===== src/rtl/row_scan_reader.sv =====
// Row array with a single write port and a scan engine that streams a
// contiguous, possibly wrapping range of rows over a valid/ready handshake.
//
// state | meaning
// IDLE  | waiting for scan_start; output register idle
// SCAN  | presenting row ptr; advances on each accepted word
// DONE  | one-cycle done pulse, then back to IDLE
module row_scan_reader #(
  parameter int DEPTH = 16,
  parameter int WIDTH = 8,
  parameter int AW    = 4
) (
  input  logic             clk,
  input  logic             rst_n,
  input  logic             wr_en,
  input  logic [AW-1:0]    wr_addr,
  input  logic [0:WIDTH-1] wr_data,
  input  logic             scan_start,
  input  logic [AW-1:0]    scan_first,
  input  logic [AW-1:0]    scan_last,
  output logic             out_valid,
  input  logic             out_ready,
  output logic [0:WIDTH-1] out_data,
  output logic [AW-1:0]    out_addr,
  output logic             out_last,
  output logic             busy,
  output logic             done
);

  typedef enum logic [1:0] {IDLE, SCAN, DONE} state_t;

  state_t           state_q, state_d;
  logic [0:WIDTH-1] mem [DEPTH];
  logic [AW-1:0]    ptr_q, ptr_d;
  logic [AW-1:0]    first_q, first_d;
  logic [AW-1:0]    last_q, last_d;
  logic [AW-1:0]    load_addr;
  logic             load_en;
  logic [0:WIDTH-1] load_word;
  logic [0:WIDTH-1] out_data_q;
  logic             out_valid_q, out_last_q, busy_q, done_q;

  always_ff @(posedge clk or negedge rst_n) begin
    if (!rst_n) begin
      for (int i = 0; i < DEPTH; i++) mem[i] <= '0;
    end else if (wr_en) begin
      mem[wr_addr] <= wr_data;
    end
  end

  // A same-cycle write to the row being loaded wins over the stored value.
  assign load_word = (wr_en && (wr_addr == load_addr)) ? wr_data : mem[load_addr];

  always_comb begin
    state_d   = state_q;
    ptr_d     = ptr_q;
    first_d   = first_q;
    last_d    = last_q;
    load_en   = 1'b0;
    load_addr = ptr_q;
    case (state_q)
      IDLE: begin
        if (scan_start) begin
          state_d   = SCAN;
          first_d   = scan_first;
          last_d    = scan_last;
          ptr_d     = scan_first;
          load_en   = 1'b1;
          load_addr = scan_first;
        end
      end
      SCAN: begin
        if (out_ready) begin
          if (ptr_q == last_q) begin
            state_d = DONE;
          end else begin
            ptr_d     = ptr_q + AW'(1);
            load_en   = 1'b1;
            load_addr = ptr_q + AW'(1);
          end
        end
      end
      DONE: state_d = IDLE;
      default: state_d = IDLE;
    endcase
  end

  always_ff @(posedge clk or negedge rst_n) begin
    if (!rst_n) begin
      state_q     <= IDLE;
      ptr_q       <= '0;
      first_q     <= '0;
      last_q      <= '0;
      out_data_q  <= '0;
      out_valid_q <= 1'b0;
      out_last_q  <= 1'b0;
      busy_q      <= 1'b0;
      done_q      <= 1'b0;
    end else begin
      state_q     <= state_d;
      ptr_q       <= ptr_d;
      first_q     <= first_d;
      last_q      <= last_d;
      if (load_en) out_data_q <= load_word;
      out_valid_q <= (state_d == SCAN);
      out_last_q  <= (state_d == SCAN) && (ptr_d == last_d);
      busy_q      <= (state_d != IDLE);
      done_q      <= (state_d == DONE);
    end
  end

  assign out_valid = out_valid_q;
  assign out_data  = out_data_q;
  assign out_addr  = ptr_q;
  assign out_last  = out_last_q;
  assign busy      = busy_q;
  assign done      = done_q;

endmodule


===== config.mk =====
export PLATFORM = sky130hd
export DESIGN_NAME = row_scan_reader
export DESIGN_NICKNAME = d
export VERILOG_FILES = /design/src/rtl/row_scan_reader.sv
export SDC_FILE = /design/constraint.sdc
export NUM_CORES = 1
export LEC_CHECK = 0
export BUFFER_PORTS_ARGS = -buffer_cell sky130_fd_sc_hd__buf_2
export CORE_ASPECT_RATIO = 1.25
export CORE_MARGIN = 5
export CORE_UTILIZATION = 55
export DETAILED_ROUTE_END_ITERATION = 8
export PLACE_DENSITY = 0.87
export REMOVE_ABC_BUFFERS = 1
export SETUP_SLACK_MARGIN = 0.5
export SLEW_MARGIN = 25
export SYNTH_ARGS = -nofsm -noshare
export SYNTH_HDL_FRONTEND = slang
export SYNTH_SLANG_ARGS = --single-unit
export TNS_END_PERCENT = 30

===== constraint.sdc =====
create_clock -name clk -period 2.5 [get_ports clk]
set_input_delay 0.125 -clock clk [delete_from_list [all_inputs] [get_ports clk]]
set_output_delay 0.125 -clock clk [all_outputs]
set_load 0.005 [all_outputs]

==> flow_summary.ini <==
[place]
gp_congestion = 0.919
post-dp-hpwl_um = 12300
place_area_um2 = 7880
portBuffers = 40

[yosys]
synth_largest_area_cell = dfrtp_1
syn_inst = 604
syn_avg_cell_area_um2 = 11.8
yosysSeqAreaShare_pct = 52.4
synthTopCellsByArea = dfrtp_1, mux2_2, nand2_1
synth-main-ff-cell = dfrtp_1
yosysWarnings = 0
async_flop_share_pct = 100
yosysMostFrequentCell = dfrtp_1
synth.top_cell.area_share_pct = 52.4
synthTopCellsByCount = dfrtp_1, mux2_2, nand2_1
synth_edf_count = 0
netlist_area_um2 = 7160
synth_cell_types = 57
synth_seq_cells = 150

[timing]
hold_viol = 0
slew_violations = 0
hold_slack_ps = 134
post-route-min-period_ps = 2880
fin_skew_ps = 6.82
fin_setup_tns_ps = -2730
slew_headroom_pct = 40.0
setup_slack_ps = -384
clock.fmax_mhz = 347
min_period_over_period_pct = 115
worst-slew-pin-transition_ps = 897
rsz0062_at_grt = yes
setup_viol_count_final = 9

[cells_and_area]
fill_cells = 761
multi_input_area_um2 = 3360
fin_nets = 718
final-seq-area_um2 = 3750
finish.utilization_pct = 69.6
area_delta_synth_final_pct = 23.7
num_antenna_cells = 0
drive_gt1_share_pct = 38.7
fin_area_um2 = 8860

[setup_path]
crit-reg2reg-launch = last_q[1]
worstPathMaxFanout = 6
worstPathArrival_ps = 3200
regToRegEndpoint = out_data[0]
cp_data_required_time_ps = 2810
cp-start-kind = flip-flop
critPathKind = flip-flop to flip-flop
setup.worst_path.start = last_q[1]
cp-end-kind = flip-flop
r2r_cells = 11
regToRegSetupSlack_ps = -380

[grt]
grt_pass1_vias = 5994
grt_use_total_pct = 27.7
antenna_found_initial = 0
grt_overflow = 0
grt_pass1_wl_um = 32800
grt_max_degree = 66

[clock_network]
clockBufferDepth = 2
clockRootBuffer = clkbuf_16
cts_tree = yes
htree_levels = 4
cts_buffers = 17
clk_latency_ps = 430
cts.sink_count = 150
clkSlewWorstSetupHoldPaths_ps = 60

[routing]
first_pass_iters = 7
drt_first_iter_violations = 798
drtAntennaViolNets = 0
wl_per_cell_um = 23.9
vias_per_cell = 6.57
vias = 5733
drc = 0
wl_um = 20800

[status]
violations = negative setup slack
status = finished with violations

[hold_path]
min-delay-start = wr_data[5]
holdPathStages = 2
hp-class = input port to flip-flop
hold_path_end = mem[42]

[power_and_ir_drop]
p_per_area_nw_per_um2 = 1360
peakVddDrop_mv = 0.737
power.leakage_nw = 3.98

[floorplan]
pin_count = 41
fp.coreArea_um2 = 12700
die_h_um = 138
die_area_um2 = 15400
fp-row-count = 46
start_util_pct = 56.3
die_w_um = 112

[run]
drv_cap = 0
-- sequential cells by signal, indices dropped and copies added (netlist names), 2 cells and up --
name / count
last_q: 4
state_q: 2
out_data: 8
mem: 128
out_addr: 4
-- layout by cell type, fill, tap and decap left out, drive strengths merged, types with 4 or more instances in the layout --
cell type    netlist  final
inv               11     11
a211oi             9      9
xor2               5      5
dfrtp            150    150
mux2i             25     25
nand3              4      4
mux2              97     97
a21oi             17     17
clkinv             0      4
a32oi              8      8
nand2b             4      4
a221oi             9      9
dlygate4sd3        0      5
nor2              25     25
bufinv             0      5
clkinvlp           0      4
and2               4      4
clkbuf            22     19
xnor2              4      4
mux4               8      8
a2111oi            8      8
buf               14    100
nand2             90     90
o21ai             44     44
o211a              9      9
-- final cells by class --
cell class / count / area share [%]
Clock buffer: 19 / 5.00
Clock inverter: 13 / 2.30
Inverter: 11 / 0.523
Multi-Input combinational cell: 407 / 37.9
Sequential cell: 150 / 42.4
Tap cell: 168 / 2.37
Timing Repair Buffer: 105 / 9.51
-- critical path, stage by stage, from the launching register on --
cell and delay (ps):
dfrtp_1 390, xor2_1 190, or4_4 590, a311oi_4 270
a311oi_4 70, buf_12 170, buf_6 150, buf_4 160
mux2i_1 140, nor3_2 170, a211oi_1 90, a2111oi_2 390
-- where the power goes --
part | switching, mW | internal (mW)
clock | 1.02 | 1.79
combinational | 3.07 | 2.74
sequential | 0.406 | 3.06
-- cells by family after synthesis --
group                    count (synthesis)  synth area share, %
XOR/XNOR                                 9                 1.10
AO/OA/AOI/OAI                          120                 12.6
adder cells (fa/ha/maj)                  1                0.175
multiplexers                           130                 21.3
flip-flops                             150                 52.4
buffers and inverters                   47                 3.15
AND/OR/NAND/NOR                        147                 9.21
-- worst max path at each step --
stage | endpoint | cells past startpoint
finish | out_data[0] | 11
global route | out_data[6] | 10
CTS | out_data[1] | 9
detailed placement | out_data[0] | 8
global placement | out_data[3] | 8
floorplan | out_data[1] | 7
-- per-stage QoR --
step	power, mW	worst slack (ps)	cells
2_1_floorplan	6.33	-1540	568
3_3_place_gp	8.06	-290	831
3_5_place_dp	8.25	-459	831
4_1_cts	11.6	-350	872
5_1_grt	12.6	-477	873
6_report	12.1	-384	873
-- layer usage --
metal / part of all wire, % / global-route usage [%] / vias to the layer above
met5: 0 / 0 / -
met4: 6.9 / 17.6 / 0
met3: 9.0 / 5.98 / 136
met2: 48 / 45.2 / 395
met1: 36 / 33.6 / 2831
li1: - / - / 2371
-- repair_timing --
action	CTS	global route
gates resized for setup	26	16
endpoints found under the hold margin	67	0
hold buffers	5	0
buffers inserted	2	1
setup endpoints to repair	11	11
cloned	2	0
pin swaps	7	9
Power figures use the tool's default switching activity.
